<file path="config.mk">
export PLATFORM = sky130hd
export DESIGN_NAME = irq_gateway_flat
export DESIGN_NICKNAME = d
export VERILOG_FILES = /design/src/rtl/irq_gateway_if.sv /design/src/rtl/irq_gateway.sv /design/src/flat_wrapper.sv
export SDC_FILE = /design/constraint.sdc
export NUM_CORES = 1
export LEC_CHECK = 0
export ABC_AREA = 1
export BUFFER_PORTS_ARGS = -buffer_cell sky130_fd_sc_hd__buf_2
export CAP_MARGIN = 0
export CORE_MARGIN = 2
export CORE_UTILIZATION = 30
export DETAILED_ROUTE_END_ITERATION = 8
export PLACE_DENSITY_LB_ADDON = 0.2
export SETUP_SLACK_MARGIN = 0.15
export SYNTH_ARGS = -nofsm -noshare
export SYNTH_HDL_FRONTEND = slang
export SYNTH_SLANG_ARGS = --single-unit
</file>
<file path="constraint.sdc">
create_clock -name clk -period 1.1 [get_ports clk]
set_input_delay 0.11 -clock clk [delete_from_list [all_inputs] [get_ports clk]]
set_output_delay 0.11 -clock clk [all_outputs]
set_load 0.01 [all_outputs]
</file>
<file path="src/rtl/irq_gateway_if.sv">
// irq_gateway_if: raw lines, mode/enable controls and core
// claim/complete handshake for the interrupt gateway.
interface irq_gateway_if #(
  parameter int NUM = 4
);
  logic [NUM-1:0] irq_raw_i;
  logic [NUM-1:0] trig_edge_i;
  logic [NUM-1:0] irq_en_i;
  logic [NUM-1:0] claim_i;
  logic [NUM-1:0] complete_i;
  logic [NUM-1:0] irq_o;
  logic [NUM-1:0] claimed_o;

  modport master (
    output irq_raw_i,
    output trig_edge_i,
    output irq_en_i,
    output claim_i,
    output complete_i,
    input  irq_o,
    input  claimed_o
  );

  modport slave (
    input  irq_raw_i,
    input  trig_edge_i,
    input  irq_en_i,
    input  claim_i,
    input  complete_i,
    output irq_o,
    output claimed_o
  );
endinterface

</file>
<file path="src/rtl/irq_gateway.sv">
// irq_gateway: synchronised level/edge interrupt gateway with
// per-source pending/claimed tracking gated by core completion.
module irq_gateway #(
  parameter int NUM         = 4,
  parameter int SYNC_STAGES = 2
) (
  input logic         clk,
  input logic         rst_n,
  irq_gateway_if.slave bus
);

  typedef enum logic [1:0] {
    IDLE    = 2'd0,
    PENDING = 2'd1,
    CLAIMED = 2'd2
  } state_t;

  logic [NUM-1:0] sync_q [SYNC_STAGES];
  logic [NUM-1:0] s;
  logic [NUM-1:0] s_d;
  logic [NUM-1:0] rise;
  logic [NUM-1:0] pend;
  logic [NUM-1:0] clm;

  always_ff @(posedge clk or negedge rst_n) begin
    if (!rst_n) begin
      for (int k = 0; k < SYNC_STAGES; k++) begin
        sync_q[k] <= '0;
      end
      s_d <= '0;
    end else begin
      sync_q[0] <= bus.irq_raw_i;
      for (int k = 1; k < SYNC_STAGES; k++) begin
        sync_q[k] <= sync_q[k-1];
      end
      s_d <= s;
    end
  end

  // s_d clears on reset, so a line high through reset yields one rise
  assign s    = sync_q[SYNC_STAGES-1];
  assign rise = s & ~s_d;

  for (genvar i = 0; i < NUM; i++) begin : g_src
    state_t state_q;
    logic   missed_q;
    logic   edge_m;
    logic   trig;
    logic   take;

    assign edge_m = bus.trig_edge_i[i];
    assign trig   = edge_m ? rise[i] : s[i];
    assign take   = bus.claim_i[i] & bus.irq_en_i[i];

    always_ff @(posedge clk or negedge rst_n) begin
      if (!rst_n) begin
        state_q  <= IDLE;
        missed_q <= 1'b0;
      end else begin
        unique case (state_q)
          IDLE: begin
            if (trig) state_q <= PENDING;
          end
          PENDING: begin
            if (take) begin
              state_q <= CLAIMED;
            end else if (!edge_m && !s[i]) begin
              state_q <= IDLE;
            end
          end
          CLAIMED: begin
            if (bus.complete_i[i]) begin
              missed_q <= 1'b0;
              if (missed_q || (edge_m && rise[i])) begin
                state_q <= PENDING;
              end else begin
                state_q <= IDLE;
              end
            end else if (edge_m && rise[i]) begin
              missed_q <= 1'b1;
            end
          end
          default: begin
            state_q  <= IDLE;
            missed_q <= 1'b0;
          end
        endcase
      end
    end

    assign pend[i] = (state_q == PENDING);
    assign clm[i]  = (state_q == CLAIMED);
  end

  assign bus.irq_o     = pend & bus.irq_en_i;
  assign bus.claimed_o = clm;

endmodule

</file>
<file path="src/flat_wrapper.sv">
// flat-port wrapper written by rule: the top's interface ports become plain ports
module irq_gateway_flat 
#(
  parameter int NUM         = 4,
  parameter int SYNC_STAGES = 2
)
  (clk, rst_n, bus_irq_raw_i, bus_trig_edge_i, bus_irq_en_i, bus_claim_i, bus_complete_i, bus_irq_o, bus_claimed_o);
  irq_gateway_if #(.NUM(NUM)) bus_i ();
  input logic clk;
  input logic rst_n;
  input wire logic [$bits(bus_i.irq_raw_i)-1:0] bus_irq_raw_i;
  input wire logic [$bits(bus_i.trig_edge_i)-1:0] bus_trig_edge_i;
  input wire logic [$bits(bus_i.irq_en_i)-1:0] bus_irq_en_i;
  input wire logic [$bits(bus_i.claim_i)-1:0] bus_claim_i;
  input wire logic [$bits(bus_i.complete_i)-1:0] bus_complete_i;
  output wire logic [$bits(bus_i.irq_o)-1:0] bus_irq_o;
  output wire logic [$bits(bus_i.claimed_o)-1:0] bus_claimed_o;
  assign bus_i.irq_raw_i = bus_irq_raw_i;
  assign bus_i.trig_edge_i = bus_trig_edge_i;
  assign bus_i.irq_en_i = bus_irq_en_i;
  assign bus_i.claim_i = bus_claim_i;
  assign bus_i.complete_i = bus_complete_i;
  assign bus_irq_o = bus_i.irq_o;
  assign bus_claimed_o = bus_i.claimed_o;
  irq_gateway #(.NUM(NUM), .SYNC_STAGES(SYNC_STAGES)) u_core (.clk(clk), .rst_n(rst_n), .bus(bus_i));
endmodule
</file>
After elaboration in Yosys (flattened, before gate mapping)
Cells that the tools add are included.

Output and inout bits: 8. Bits in registers: 24.

Eq/ne operators: 24. Reduce and logical (&&, ||, !) cells: 36. Bitwise operators: 11. Multiplexer cells: 40.

Operators by type and width (number): 2-bit two-way mux (16); 2-bit case mux with 3 select lines (4); 1-bit two-way mux (16); 3-bit by 2-bit inequality test with 1-bit output, second input constant (4); 3-bit inequality test, second input constant (4); 3-bit AND reduction (4); 4-bit AND (2); 2-bit by 1-bit == test with 1-bit output, second input constant (4); 2-bit == test, second input constant (4); 1-bit logical AND (8); 1-bit zero test (8); 2-bit zero test (4); 2-bit by 1-bit inequality test with 1-bit output, second input constant (4); 2-bit inequality test, second input constant (4); 1-bit case mux with 2 select lines (4); 2-bit AND reduction (4); 2-bit OR reduction (4); 1-bit AND (4); 1-bit logical OR (4); 1-bit inverter (4); 4-bit inverter (1).

Longest topological paths before layout
Gate-level depths: netlist of the first run.

Depth in word-level cells: 7. Mapped depth: 5. Depth with buffers taken out: 5.

Worst setup path before layout of the first run
OpenSTA, ideal clock, no wires.

Kind: flip-flop to flip-flop. Start point: reg u_core.g_src[0].state_q[1]. End point: reg u_core.g_src[0].state_q[0]. Path buffers: 0. Stages on the path, launching flop included: 6. Required time: 976 ps. Path slack: 209 ps. Clock period less this slack: 891 ps. Setup time: 124 ps. Arrival time: 767 ps. Cells stage by stage: dfrtp_1 -> inv_2 -> nor2_4 -> nand2_2 -> nand3_1 -> o21bai_1.

Cells in the longest elaborated chain, start to end: 3. Elaborated cells between the ends (all ways): 8. Those cells by class: 5 x eq/ne; 1 x mux; 2 x reduce/logical.

RTL lines: start, declared (line irq_gateway.sv:45) `state_t state_q;`; start signal, assigned (line irq_gateway.sv:57) `state_q <= IDLE;`; start signal, assigned (line irq_gateway.sv:62) `if (trig) state_q <= PENDING;`; start signal, assigned (line irq_gateway.sv:66) `state_q <= CLAIMED;`; 2-bit == test (*); via bus_claimed_o[0] (line flat_wrapper.sv:17) `output wire logic [$bits(bus_i.claimed_o)-1:0] bus_claimed_o;`; 2-bit inequality test (no source line); 3-bit AND reduction (no source line).

The timed path passes the listed nets; every way through them passes the cells marked *. A chain may end at the register's enable or synchronous reset.

Worst setup path after layout of the first run
Start point: reg u_core.g_src[3].state_q[1]. End point: out bus_irq_o[3].

Cells in the longest elaborated chain, start to end: 2.

RTL lines: start, declared (line irq_gateway.sv:45); start signal, assigned (line irq_gateway.sv:57); start signal, assigned (line irq_gateway.sv:62); start signal, assigned (line irq_gateway.sv:66); 2-bit by 1-bit == test with 1-bit output (line irq_gateway.sv:91) `assign pend[i] = (state_q == PENDING);`; 4-bit AND (line irq_gateway.sv:95) `assign bus.irq_o = pend & bus.irq_en_i;`; end, declared (line flat_wrapper.sv:16) `output wire logic [$bits(bus_i.irq_o)-1:0] bus_irq_o;`.

Every way passes these cells.

==> results of run 1 <==
## cells in the mapped netlist (all sizes together)
master  instances
a21boi          4
inv            36
and3            1
o31ai           1
dfrtp          24
a21oi           1
o21bai          3
o21ai           7
nand3          15
nand2          26
nor2           15
o211ai          1
## layout make-up
| type | instances | area [um2] |
|---|---|---|
| Fill cell | 373 | 1930 |
| Tap cell | 48 | 60.1 |
| Multi-Input combinational cell | 74 | 458 |
| Timing Repair Buffer | 52 | 390 |
| Inverter | 36 | 140 |
| Sequential cell | 24 | 602 |
| Clock buffer | 4 | 55.1 |
## routing by layer
metal	GRT usage (%)	vias to the layer above	part of all wire, %
li1	-	522	-
met1	13.0	460	40
met2	19.9	18	55
met3	2.40	2	3.9
met4	4.69	0	0.78
met5	0	-	0
## flip-flops by register name (all words and copies together) (netlist names)
| signal | flops |
|---|---|
| u_core.g_src.state_q | 8 |
| u_core.g_src.missed_q | 4 |
| u_core.s | 4 |
| u_core.s_d | 4 |
| u_core.sync_q | 4 |
## how the worst max path moves through the flow
| stage | end | slack (ns) |
|---|---|---|
| 2_1_floorplan | u_core.g_src[0].state_q[0]$_DFFE_PN0P_ | 0.21 |
| 3_3_place_gp | bus_irq_o[0] | 0.17 |
| 3_5_place_dp | bus_irq_o[2] | 0.16 |
| 4_1_cts | bus_irq_o[2] | -0.08 |
| 5_1_grt | bus_irq_o[3] | -0.15 |
| 6_report | bus_irq_o[3] | -0.09 |
## kinds of logic (layout without fill, tap and decap cells)
| group | Yosys count | after routing | synth area share, % |
|---|---|---|---|
| AO/OA/AOI/OAI | 17 | 17 | 9.54 |
| buffers and inverters | 36 | 92 | 12.0 |
| flip-flops | 24 | 24 | 53.3 |
| AND/OR/NAND/NOR | 57 | 57 | 25.2 |
## timing repair
| item | CTS | global route |
|---|---|---|
| hold endpoints to repair | 28 | 0 |
| setup buffers | 14 | 4 |
| gates resized for setup | 8 | 23 |
| pin swaps | 7 | 9 |
| endpoints found under the setup margin | 9 | 19 |
| hold buffers | 5 | 0 |
## power by group through the flow
| stage | combinational, mW | sequential, mW | clock, mW |
|---|---|---|---|
| 2_1_floorplan | 0.699 | 1.26 | 0 |
| 3_3_place_gp | 0.893 | 1.28 | 0 |
| 3_5_place_dp | 0.915 | 1.29 | 0 |
| 4_1_cts | 1.38 | 1.22 | 0.621 |
| 5_1_grt | 1.82 | 1.26 | 0.650 |
| 6_report | 1.65 | 1.24 | 0.588 |
## worst max-delay path, delay by kind of cell, from the launching register on
family	cells	cell delay, ns
buffers and inverters	2	0.20
DFF	1	0.44
and+or+nand+nor	2	0.19
## placed cells by master (no fill, tap or decap)
master,n
nand2_1,21
inv_4,2
o21ai_1,6
a21boi_2,3
o21bai_1,3
nand2_4,2
buf_2,25
buf_6,10
buf_12,1
a21boi_1,1
inv_1,28
nand3_2,1
dfrtp_2,1
o31ai_4,1
and3_4,1
o211ai_1,1
nand2_2,3
buf_4,11
dfrtp_1,23
nor2_1,7
o21ai_2,1
clkbuf_8,4
inv_2,6
nand3_1,14
dlygate4sd3_1,5
nor2_2,2
nor2_4,6
a21oi_2,1
## stage by stage
step	setup TNS, ns	power [mW]
floorplan	0	1.96
global placement	0	2.18
detailed placement	0	2.21
CTS	-0.443	3.22
global route	-1.17	3.73
finish	-0.604	3.48
==> reports/metrics.csv, run 1 <==
metric;value;unit
power.density;2040;nW/um2
die_area;4260;um2
placed_area;1330;um2
ys_types;16;
regToRegStartpoint;u_core.g_src[3].state_q[1]$_DFFE_PN0P_;
cp.arrival;1.08;ns
swShare;34.3;%
synth.area.top_cells;dfrtp_1 (53%), inv_1 (10%), nand2_1 (7.3%), nand3_1 (6.7%), nor2_4 (4.0%);
fin_crit_sh;108;%
final_net_count;213;
leakage;0.928;nW
drtIter0Drc;9;
finalSetupViolCount;9;
power_frac_comb;47.5;%
grt_pass1_vias;955;
cts_sinks;24;
dp_cells;211;
maxCapViolCount;0;
ys_ff_latch;24;
yosys.area.top_type;dfrtp_1;
final.setup.worst_slack;-0.0933;ns
instances_no_fill;238;
peakVddDrop;0.000868;V
finalWorstPathRequiredPeriod;1.19;ns
fp.coreArea;3630;um2
critPathSlowestCell;dfrtp_1;
crit_chain;nor2_4 > inv_1 > nor2_1 > buf_2;
min_to;u_core.g_src[0].state_q[1]$_DFFE_PN0P_;
p_sw;1.19;mW
antenna_cells;0;
cp_max_fo;3;
cts-root-buf;clkbuf_8;
slowest_delay;0.44;ns
cp-start-kind;register;
route.detailed.drc;0;
grtUsageTotal;11.2;%
internal-power;2.28;mW
die_y;65.3;um
ff2ff_setup_slack;-0.03;ns
r2r_end;u_core.g_src[3].state_q[0]$_DFFE_PN0P_;
globalplace.congestion;0.775;
setup.worst_path.start;u_core.g_src[3].state_q[1]$_DFFE_PN0P_;
die_w;65.3;um
hp-class;input pin to register;
wl;2440;um
outcome;finished, violations left;
syn_inst;134;
grt_overflow;0;
numCtsBuffers;3;
htreeDepth;1;
cts_tree;built;
ant_nets;0;
netlist_area;1130;um2
place_ws;0.158;ns
grt_max_degree;25;
drive_above_1_share;42.6;%
wl_per_cell;10.3;um
synth_sequential_area_ratio;53.3;%
violations;setup timing;
clk_pin_slew;0.08;ns
reg2regPathDepth;7;
utilization;46.9;%
start_util;31.0;%
required;0.99;ns
fmax;838;MHz
yosysWarnings;0;
yosys.area.top_type_share;53.3;%
slew_headroom;64.4;%
antenna_found_initial;0;
hold_depth;3;
clock_latency;0.26;ns
worstSetupPathType;register to output pin;
via_per_inst;4.21;
pin_count;30;
grt_pass1_wl;3750;um
grt_setup_unrepaired;true;
clock_path_buffers;2;
dr.pass1.iters;4;
port_buffers;29;
end_kind;output pin;
place_hpwl;1490;um
hold_ws;0.115;ns
dr_total_vias;1002;
fin_skew;0.00270;ns
hold_violations;0;
syn-num-nets;156;
pwr-share-clk;16.9;%
drv_slew;0;
avgSynthCellArea;8.41;um2
max_slew.worst_pin.slew;0.534;ns
fin_area;1710;um2
p_seq_share;35.6;%
area_delta_synth_final;51.3;%
rows;22;
min_from;bus_claim_i[0];
Note: power is estimated with default switching activity, not from simulation.
==> run 2, diff against run 1 <==
--- a/config.mk
+++ b/config.mk
@@ -11,7 +11,7 @@
 export CORE_MARGIN = 2
 export CORE_UTILIZATION = 30
 export DETAILED_ROUTE_END_ITERATION = 8
-export PLACE_DENSITY_LB_ADDON = 0.2
+export PLACE_DENSITY = 0.56
 export SETUP_SLACK_MARGIN = 0.15
 export SYNTH_ARGS = -nofsm -noshare
 export SYNTH_HDL_FRONTEND = slang
==> reports/metrics.csv, run 2 (synthesis results as in run 1) <==
metric;value;unit;change
final.setup.worst_slack;-0.119;ns;was -0.0933 ns
setup.worst_path.start;u_core.g_src[3].state_q[0]$_DFFE_PN0P_;;was u_core.g_src[3].state_q[1]$_DFFE_PN0P_
largest_reg_flops;8;;unchanged
required;0.99;ns;about the same
wl_met2;1290;um;was 1340 um
hp-class;input pin to register;;unchanged
layout_commonest_cell;inv_1;;unchanged
critPathMostFrequentCell;buf_6;;
area_delta_synth_final;62.8;%;was 51.3%
clock_path_buffers;2;;unchanged
r2r_end;u_core.g_src[0].state_q[0]$_DFFE_PN0P_;;was u_core.g_src[3].state_q[0]$_DFFE_PN0P_
clk_pin_slew;0.09;ns;was 0.08 ns
hold_violations;0;;unchanged
layout_common_cells;inv_1 (26), buf_2 (24), buf_6 (23), dfrtp_1 (23), nand2_1 (22);;was inv_1 (28), buf_2 (25), dfrtp_1 (23), nand2_1 (21), nand3_1 (14)
wl;2470;um;was 2440 um
antenna_found_initial;0;;unchanged
cts_tree;built;;unchanged
route.detailed.drc;0;;unchanged
grt_setup_unrepaired;true;;unchanged
pin_count;30;;unchanged
grt_overflow;0;;unchanged
m1WireLength;1100;um;was 984 um
drv_slew;0;;unchanged
dr_total_vias;1032;;was 1002
outcome;finished, violations left;;unchanged
fin_crit_sh;111;%;was 108%
crit_chain;buf_4 > buf_6 > nor2_4 > buf_6;;was nor2_4 > inv_1 > nor2_1 > buf_2
critPathSlowestCell;dfrtp_1;;unchanged
die_area;4260;um2;unchanged
power.density;2040;nW/um2;about the same
utilization;50.5;%;was 46.9%
regToRegStartpoint;u_core.g_src[0].state_q[1]$_DFFE_PN0P_;;was u_core.g_src[3].state_q[1]$_DFFE_PN0P_
cp_max_fo;2;;was 3
wl_per_cell;10.0;um;was 10.3 um
grtUsageTotal;11.0;%;was 11.2%
fin_skew;0.00609;ns;was 0.00270 ns
clock_latency;0.26;ns;about the same
min_from;bus_claim_i[0];;unchanged
ant_nets;0;;unchanged
end_kind;output pin;;unchanged
globalplace.congestion;0.801;;was 0.775
place_hpwl;1470;um;was 1490 um
antenna_cells;0;;unchanged
reg2regPathDepth;7;;unchanged
numCtsBuffers;3;;unchanged
die_y;65.3;um;unchanged
grt_pass1_vias;960;;was 955
fmax;820;MHz;was 838 MHz
dr.pass1.iters;4;;unchanged
cts_sinks;24;;unchanged
rows;22;;unchanged
min_to;u_core.g_src[0].state_q[1]$_DFFE_PN0P_;;unchanged
port_buffers;29;;unchanged
grt_pass1_wl;3760;um;was 3750 um
routed.top_layer;met4;;unchanged
cp-start-kind;register;;unchanged
regMostFlops;u_core.g_src.state_q;;unchanged
leakage;0.986;nW;was 0.928 nW
grt_max_degree;25;;unchanged
hold_ws;0.120;ns;was 0.115 ns
drive_above_1_share;49.0;%;was 42.6%
slowest_delay;0.40;ns;was 0.44 ns
drtIter0Drc;35;;was 9
worstSetupPathType;register to output pin;;unchanged
htreeDepth;1;;unchanged
hold_depth;3;;unchanged
wl_met3;75;um;was 96 um
fp.coreArea;3630;um2;unchanged
start_util;31.0;%;unchanged
cts-root-buf;clkbuf_8;;unchanged
slew_headroom;62.7;%;was 64.4%
violations;setup timing;;unchanged
finalSetupViolCount;8;;was 9
maxCapViolCount;0;;unchanged
peakVddDrop;0.000732;V;was 0.000868 V
max_slew.worst_pin.slew;0.559;ns;was 0.534 ns
ff2ff_setup_slack;-0.03;ns;about the same
via_per_inst;4.20;;was 4.21
finalWorstPathRequiredPeriod;1.22;ns;was 1.19 ns
die_w;65.3;um;unchanged
cp.arrival;1.11;ns;was 1.08 ns
final_net_count;221;;was 213
run 2: cell types whose count changed in the layout (fill, tap and decap cells not counted), moves of 2 or more:
cell and change:
nor2_1 -2, nand3_1 -2, o21ai_2 +2, buf_6 +13
inv_1 -2, o21ai_1 -2, nand3_2 +2, buf_4 -3
run 2: how the worst max path moves through the flow:
stage	cells after the start	slack [ns]	end
after floorplan	5	0.21	u_core.g_src[0].state_q[0]$_DFFE_PN0P_
after global placement	5	0.17	bus_irq_o[3]
after detailed placement	5	0.15	bus_irq_o[3]
after CTS	5	-0.09	bus_irq_o[0]
after global routing	4	-0.17	bus_irq_o[2]
final	4	-0.12	bus_claimed_o[3]
run 2: area by class of cell:
type                       count  area [um2]
tap                           48        60.1
sequential                    24         602
fill                         364        1800
clock buffer                   4        55.1
timing repair buffer          60         489
multi-input combinational     74         487
inverter                      36         143
run 2: metal layers:
| layer | GRT usage [%] | up-vias |
|---|---|---|
| li1 | - | 536 |
| met1 | 12.7 | 480 |
| met2 | 20.5 | 14 |
| met3 | 2.23 | 2 |
| met4 | 3.13 | 0 |
| met5 | 0 | - |
run 2: power breakdown:
| part | internal [mW] | switching (mW) | total (mW) |
|---|---|---|---|
| registers | 1.09 | 0.145 | 1.23 |
| logic | 1.05 | 0.876 | 1.92 |
| clock network | 0.319 | 0.265 | 0.584 |
| total | 2.45 | 1.29 | 3.74 |
run 2: timing repair:
action / CTS / global route
hold buffers: 5 / 0
resized for setup: 13 / 41
setup endpoints to repair: 10 / 19
pin swaps: 5 / 22
setup buffers: 15 / 11
hold endpoints to repair: 28 / 0
run 2: stage by stage:
step | cells | TNS, ns | setup WS, ns | power [mW] | area (um2)
after floorplan | 134 | 0 | 0.209 | 1.96 | 1130
after global placement | 211 | 0 | 0.168 | 2.18 | 1330
after detailed placement | 211 | 0 | 0.151 | 2.21 | 1330
after CTS | 235 | -0.359 | -0.0881 | 3.24 | 1610
after global routing | 246 | -1.14 | -0.168 | 4.04 | 1840
final | 246 | -0.524 | -0.119 | 3.74 | 1840
run 2: worst max-delay path, delay by kind of cell, from the launching register on:
family / cells / cell delay [ns]
simple gates: 1 / 0.09
buf+inv: 3 / 0.36
flops: 1 / 0.40
